[config.mk]
export PLATFORM = sky130hd
export DESIGN_NAME = cordic_pre_rotate_mc
export DESIGN_NICKNAME = d
export VERILOG_FILES = /design/src/rtl/cordic_pkg.sv /design/src/rtl/cordic_quad_rotate.sv /design/src/rtl/cordic_pre_rotate_mc.sv
export SDC_FILE = /design/constraint.sdc
export NUM_CORES = 1
export LEC_CHECK = 0
export ABC_CLOCK_PERIOD_IN_PS = 4400
export BUFFER_PORTS_ARGS = -buffer_cell sky130_fd_sc_hd__buf_2
export CAP_MARGIN = 20
export CORE_MARGIN = 5
export CORE_UTILIZATION = 57
export DETAILED_ROUTE_END_ITERATION = 8
export GPL_TIMING_DRIVEN = 0
export HOLD_SLACK_MARGIN = 0.05
export PLACE_DENSITY = 0.87
export SYNTH_ARGS = -nofsm -noshare
export SYNTH_HDL_FRONTEND = slang
export SYNTH_SLANG_ARGS = --single-unit
[constraint.sdc]
create_clock -name i_clk -period 4.4 [get_ports i_clk]
set_input_delay 0.88 -clock i_clk [delete_from_list [all_inputs] [get_ports i_clk]]
set_output_delay 0.88 -clock i_clk [all_outputs]
set_load 0.03 [all_outputs]
[src/rtl/cordic_pkg.sv]
// Shared CORDIC constants: quadrant type, octant-to-quadrant map and the
// quarter-turn phase constant used by the pre-rotation and upconverter stages.
package cordic_pkg;

  typedef logic [1:0] quad_t;

  localparam quad_t QUAD_0 = 2'd0;
  localparam quad_t QUAD_1 = 2'd1;
  localparam quad_t QUAD_2 = 2'd2;
  localparam quad_t QUAD_3 = 2'd3;

  // Entry for octant t sits at bits [2t+1:2t]; octants 7 and 0 both map to quadrant 0.
  localparam logic [15:0] OCT_TO_QUAD = {QUAD_0, QUAD_3, QUAD_3, QUAD_2,
                                         QUAD_2, QUAD_1, QUAD_1, QUAD_0};

  function automatic logic [63:0] quarter(input int pw);
    return 64'd1 << (pw - 2);
  endfunction

endpackage

[src/rtl/cordic_quad_rotate.sv]
// Combinational octant decode: picks the quadrant, the swap/negate controls for
// the (a,b) datapath and the residual phase left after removing quad quarter turns.
module cordic_quad_rotate
  import cordic_pkg::*;
#(
  parameter int PW = 20
) (
  input  logic [PW-1:0] i_phase,
  output quad_t         o_quad,
  output logic          o_swap,
  output logic          o_neg_a,
  output logic          o_neg_b,
  output logic [PW-1:0] o_phase
);

  localparam logic [PW-1:0] Q = PW'(quarter(PW));

  logic [2:0] oct;
  assign oct = i_phase[PW-1 -: 3];

  // Quadrant k means a = swap ? b_in : a_in, then (neg_a, neg_b) applied.
  always_comb begin
    o_quad  = OCT_TO_QUAD[{oct, 1'b0} +: 2];
    o_swap  = o_quad[0];
    o_neg_a = (o_quad == QUAD_1) || (o_quad == QUAD_2);
    o_neg_b = (o_quad == QUAD_2) || (o_quad == QUAD_3);
    o_phase = i_phase - (PW'(o_quad) * Q);
  end

endmodule

[src/rtl/cordic_pre_rotate_mc.sv]
// Multi-channel CORDIC pre-rotation: adds a per-channel phase offset, then folds
// the sample into +/-45 degrees by a quadrant rotation. Offset table only with CORDIC_PREROT_OFFSET_EN.
module cordic_pre_rotate_mc
  import cordic_pkg::*;
#(
  parameter  int IW  = 13,
  parameter  int WW  = 16,
  parameter  int PW  = 20,
  parameter  int NCH = 4,
  localparam int CW  = (NCH > 1) ? $clog2(NCH) : 1
) (
  input  logic          i_clk,
  input  logic          i_reset,
  input  logic          i_valid,
  output logic          o_ready,
  input  logic [IW-1:0] i_xval,
  input  logic [IW-1:0] i_yval,
  input  logic [PW-1:0] i_phase,
  input  logic [CW-1:0] i_ch,
  input  logic          i_cfg_we,
  input  logic [CW-1:0] i_cfg_ch,
  input  logic [PW-1:0] i_cfg_offset,
  output logic          o_valid,
  input  logic          i_ready,
  output logic [WW-1:0] o_xval,
  output logic [WW-1:0] o_yval,
  output logic [PW-1:0] o_phase,
  output quad_t         o_quad,
  output logic [CW-1:0] o_ch
);

  localparam int PAD = WW - IW - 1;

  logic          v1_reg, v2_reg;
  logic          adv1, adv2;
  logic [WW-1:0] x1_reg, y1_reg;
  logic [PW-1:0] p1_reg;
  logic [CW-1:0] ch1_reg;
  logic [WW-1:0] x_ext, y_ext;
  logic [PW-1:0] offset_sel;

  logic [WW-1:0] xo_reg, yo_reg;
  logic [PW-1:0] po_reg;
  quad_t         qo_reg;
  logic [CW-1:0] cho_reg;

`ifdef CORDIC_PREROT_OFFSET_EN
  logic [PW-1:0] offset_reg [NCH];

  // Writes to channels >= NCH never match an entry and are dropped.
  always_ff @(posedge i_clk) begin
    for (int i = 0; i < NCH; i++) begin
      if (i_reset)
        offset_reg[i] <= '0;
      else if (i_cfg_we && i_cfg_ch == CW'(i))
        offset_reg[i] <= i_cfg_offset;
    end
  end

  always_comb begin
    offset_sel = '0;
    for (int i = 0; i < NCH; i++)
      if (i_ch == CW'(i)) offset_sel = offset_reg[i];
  end
`else
  logic unused_cfg;
  assign unused_cfg = ^{i_cfg_we, i_cfg_ch, i_cfg_offset};
  assign offset_sel = '0;
`endif

  assign adv2    = !v2_reg || i_ready;
  assign adv1    = !v1_reg || adv2;
  assign o_ready = adv1;

  // Sign-extend then shift: {sign, value, PAD zeros} leaves one bit of headroom.
  assign x_ext = {{(WW-IW){i_xval[IW-1]}}, i_xval} << PAD;
  assign y_ext = {{(WW-IW){i_yval[IW-1]}}, i_yval} << PAD;

  always_ff @(posedge i_clk) begin
    if (i_reset) begin
      v1_reg  <= 1'b0;
      x1_reg  <= '0;
      y1_reg  <= '0;
      p1_reg  <= '0;
      ch1_reg <= '0;
    end else if (adv1) begin
      v1_reg <= i_valid;
      if (i_valid) begin
        x1_reg  <= x_ext;
        y1_reg  <= y_ext;
        p1_reg  <= i_phase + offset_sel;
        ch1_reg <= i_ch;
      end
    end
  end

  quad_t         rot_quad;
  logic          rot_swap, rot_neg_a, rot_neg_b;
  logic [PW-1:0] rot_phase;
  logic [WW-1:0] rot_a, rot_b, rot_x, rot_y;

  cordic_quad_rotate #(.PW(PW)) u_rotate (
    .i_phase (p1_reg),
    .o_quad  (rot_quad),
    .o_swap  (rot_swap),
    .o_neg_a (rot_neg_a),
    .o_neg_b (rot_neg_b),
    .o_phase (rot_phase)
  );

  assign rot_a = rot_swap ? y1_reg : x1_reg;
  assign rot_b = rot_swap ? x1_reg : y1_reg;
  assign rot_x = rot_neg_a ? -rot_a : rot_a;
  assign rot_y = rot_neg_b ? -rot_b : rot_b;

  always_ff @(posedge i_clk) begin
    if (i_reset) begin
      v2_reg  <= 1'b0;
      xo_reg  <= '0;
      yo_reg  <= '0;
      po_reg  <= '0;
      qo_reg  <= QUAD_0;
      cho_reg <= '0;
    end else if (adv2) begin
      v2_reg <= v1_reg;
      if (v1_reg) begin
        xo_reg  <= rot_x;
        yo_reg  <= rot_y;
        po_reg  <= rot_phase;
        qo_reg  <= rot_quad;
        cho_reg <= ch1_reg;
      end
    end
  end

  assign o_valid = v2_reg;
  assign o_xval  = xo_reg;
  assign o_yval  = yo_reg;
  assign o_phase = po_reg;
  assign o_quad  = qo_reg;
  assign o_ch    = cho_reg;

endmodule

Word level (Yosys, flattened, before mapping)
Cells that the tools add are included.
- register bits: 106
- input bits: 75
- add/sub/neg operators: 3
- muxes and demuxes: 4
- shift operators: 1
- eq/ne operators: 3
- reductions and logical operators: 8
- operators with widths (kind ; count):
    $mux W16 ; 4
    $neg A16 Y16 ; 2
    $sub A20 B20 Y20 ; 1
    $shiftx A16 B5 Y2 const A ; 1
    $eq A2 B2 Y1 const B ; 2
    $logic_or A1 B1 Y1 ; 4
    $reduce_and A2 Y1 ; 2
    $eq A2 B1 Y1 const B ; 1
    $logic_not A1 Y1 ; 2

Depth between registers and ports, before layout
- depth in word-level cells: 4
- depth in mapped cells: 14
- gate-level depth less buffers: 9

Hierarchy
A second synthesis with hierarchy kept.
- cell total of the unflattened synthesis: 653
- area total of the unflattened synthesis: 5185.0 um2
- modules (own cells, without submodules) (module ; area each (um2) ; instances ; cells each ; seq. area each (um2)):
    cordic_pre_rotate_mc ; 4944.7 ; 1 ; 622 ; 2042.0
    cordic_quad_rotate ; 240.2 ; 1 ; 31 ; 0.0

Worst setup path after synthesis
OpenSTA, ideal clock, no wires.
- path type: reg-to-reg
- start: register p1_reg[18]
- end: register yo_reg[10] (netlist: o_yval[10])
- period minus slack after synthesis: 2.687 ns
- data required time: 4.319 ns
- setup time: 0.081 ns
- data arrival time: 2.606 ns
- path slack: 1.713 ns
- cell stages (with the launch flop): 14
- cells stage by stage: dfxtp_1 inv_1 ha_1 buf_6 buf_6 buf_4 buf_6 buf_4 mux2i_1 ha_1 o21ai_0 nand2b_1 or3_1 a41oi_1
- cells in the longest elaborated chain, start to end: 4
- elaborated cells on any way between the ends: 7
- those cells by class: add/sub (1); eq/ne (2); shift (1); mux (2); reduce/logical (1)
- RTL lines (item ; line ; source):
    start: declaration ; cordic_pre_rotate_mc.sv:37 ; logic [PW-1:0] p1_reg;
    start signal: assignment ; cordic_pre_rotate_mc.sv:91 ; p1_reg <= i_phase + offset_sel;
    $shiftx A16 B5 Y2 * ; cordic_quad_rotate.sv:23 ; o_quad = OCT_TO_QUAD[{oct, 1'b0} +: 2];
    $mux W16 / $eq A2 B2 Y1 (equally long branches) ; cordic_pre_rotate_mc.sv:112, cordic_quad_rotate.sv:26 ;
    $neg A16 Y16 / $logic_or A1 B1 Y1 (equally long branches) ; cordic_pre_rotate_mc.sv:114, cordic_quad_rotate.sv:26 ;
    $mux W16 * ; cordic_pre_rotate_mc.sv:114 ; assign rot_y = rot_neg_b ? -rot_b : rot_b;
    end signal: assignment ; cordic_pre_rotate_mc.sv:128 ; yo_reg <= rot_y;
    end: declaration ; cordic_pre_rotate_mc.sv:42 ; logic [WW-1:0] xo_reg, yo_reg;
Mark *: on every way between the ends. The rest lies on a longest branch, timed or not.
A chain may end at the register's enable or synchronous reset.

Worst setup path after layout
Ends and elaborated chain as after synthesis.

==> results.cfg <==
[placed_design]
place_congestion = 0.920
dpl.hpwl_mm = 11.2
io_buffers = 104

[sta]
setup_violations = 0
slew_headroom_pct = 53.6
fin_crit_sh_pct = 74.6
finalCriticalPeriod_ps = 3280
max_freq_ghz = 0.304
drv_slew = 0
clock-skew-final_ps = 8.56
rsz0062_at_grt = no
worst_pin_slew_ps = 696
hold_viol = 0
fin_tns_setup_ps = 0

[global_routing]
antenna_found_initial = 0
track_usage_pct = 28.8
grt_max_degree = 20
grt_first_pass_wirelength_mm = 23.7
grt_pass1_vias = 4777
grt_remaining_overflow = 0

[floorplanning]
die_height_um = 103
die_area_sq_um = 10600
core-area_sq_um = 8300
fp.dieW_um = 103
ios = 133
start_util_pct = 59.2
fp-row-count = 33

[drt]
vias = 4915
antenna_left = 0
viasPerCell = 5.76
drt_iter0_drc = 356
drt_pass1_iterations = 6
wl_per_cell_um = 17.5
finalWirelength_mm = 14.9
drc = 0

[logic_synthesis]
synth_enable_flop_cells = 0
synthTopCellsByArea = dfxtp_1, nand2_1, a21oi_1, mux2i_1, clkbuf_1
ys_warn_count = 0
ys_seq_area_share_pct = 41.6
synth.most_common_cell = nand2_1
synth_top_cell_area_share_pct = 41.6
async_reset_ff_share_pct = 0
synth_ff_type = dfxtp_1
syn_area_sq_um = 4910
synthCells = 625
ys_seq_elements = 102
yosys.area.top_type = dfxtp_1
syn_area_per_cell_sq_um = 7.86
synth_cell_type_count = 64
yosys-top-cells-count = nand2_1, dfxtp_1, a21oi_1

[critical_path]
worstSetupEndpointType = flop
cp.required_ps = 4690
cp.arrival_ps = 3570
crit_type = reg2reg
worstSetupStartpointType = flop
crit_path_max_fanout = 10

[worst_hold_path]
hold_path_class = reg2reg

[clock_network]
cts_resized = 0
path_clk_slew_ps = 110
cts_sinks = 102
hold_buffers = 0
clk_latency_ps = 370
cts_max_level = 3
cts_made_buffers = 9
clk_path_buf_depth = 2
cts-root-buf = clkbuf_8
post_cts_buffers = 0
cts_tree = built

[cells_and_area]
syn_to_final_growth_pct = 17.6
diodes = 0
layout-drive-gt1-share_pct = 21.5
final_nets = 823

[power]
power_mw = 2.06
power.static_leakage_nw = 2.45
power_density_nw_per_um2 = 357
ir_worst_vdd_uv = 251

[status]
outcome = completed

[flow_run]
cap_violations = 0
routing by layer:
| metal | vias up | global-route usage, % | share of wire, % |
|---|---|---|---|
| li1 | 2391 | - | - |
| met1 | 2251 | 38.0 | 41 |
| met2 | 241 | 47.0 | 46 |
| met3 | 32 | 5.95 | 10 |
| met4 | 0 | 10.1 | 2.2 |
| met5 | - | 0 | 0 |
through the flow:
step           util (%)  area, sq um  std cells  hold WS (ps)  setup WS (ps)
2_1_floorplan         -         4920        628           432           1710
3_3_place_gp       67.2         5580        837           435           1260
3_5_place_dp       67.2         5580        837           448           1180
4_1_cts            69.6         5780        853           459           1140
5_1_grt            69.6         5780        853           479            868
6_report           69.6         5780        853           460           1120
final timing paths:
path | slack [ps] | startpoint | cells after the start | endpoint
min | 460 | p1_reg[10] | 2 | o_phase[10]
max reg2reg | 1120 | p1_reg[18] | 13 | o_yval[10]
min reg2reg | 460 | p1_reg[10] | 2 | o_phase[10]
max | 1120 | p1_reg[18] | 13 | o_yval[10]
cell type report:
type                       instances  area (sq um)
clock inverter                     6          63.8
timing repair buffer             104           520
inverter                           8          30.0
multi-input combinational        466          2590
buffer                            52           260
fill                             696          2520
sequential                       102          2040
tap                              105           131
clock buffer                      10           138
critical path, cell delays in order (launching register included):
cell      delay [ps]
dfxtp_1          430
inv_1             80
ha_1             340
buf_6            160
buf_6            160
buf_4            220
buf_6            200
buf_4            210
mux2i_1          260
ha_1             220
o21ai_0          170
nand2b_1         200
or3_1            310
a41oi_1          220
layout by cell type, fill, tap and decap left out, types with 5 or more instances in the layout:
cell	Yosys	layout
buf_1	6	6
inv_1	8	8
a21oi_1	90	90
o21ai_0	14	14
buf_4	6	6
or3_1	6	6
buf_2	9	113
nand4_1	7	7
mux2_2	7	7
nand2_1	165	165
nor2_1	23	23
a211oi_1	7	7
ha_1	5	5
clkbuf_8	0	10
xnor2_1	7	7
nand3_1	15	15
mux2i_1	22	22
dfxtp_1	102	102
clkbuf_1	26	26
nor3_1	19	19
a22oi_1	5	5
logic make-up after synthesis:
group,count (synthesis),synth area share (%)
xor gates and xnor gates,9,1.60
DFF,102,41.6
muxes,30,6.55
buffers and inverters,60,5.91
AOI/OAI and AO/OA,151,18.5
and+or+nand+nor,267,24.6
adders and majority gates,5,1.27
other,1,0.0763
power breakdown:
part	total, mW	leakage [nW]	internal (mW)	switching, mW
Clock	0.599	0.0997	0.237	0.361
Sequential	1.01	0.835	0.971	0.0408
Combinational	0.452	1.52	0.162	0.290
Power figures use the tool's default switching activity.
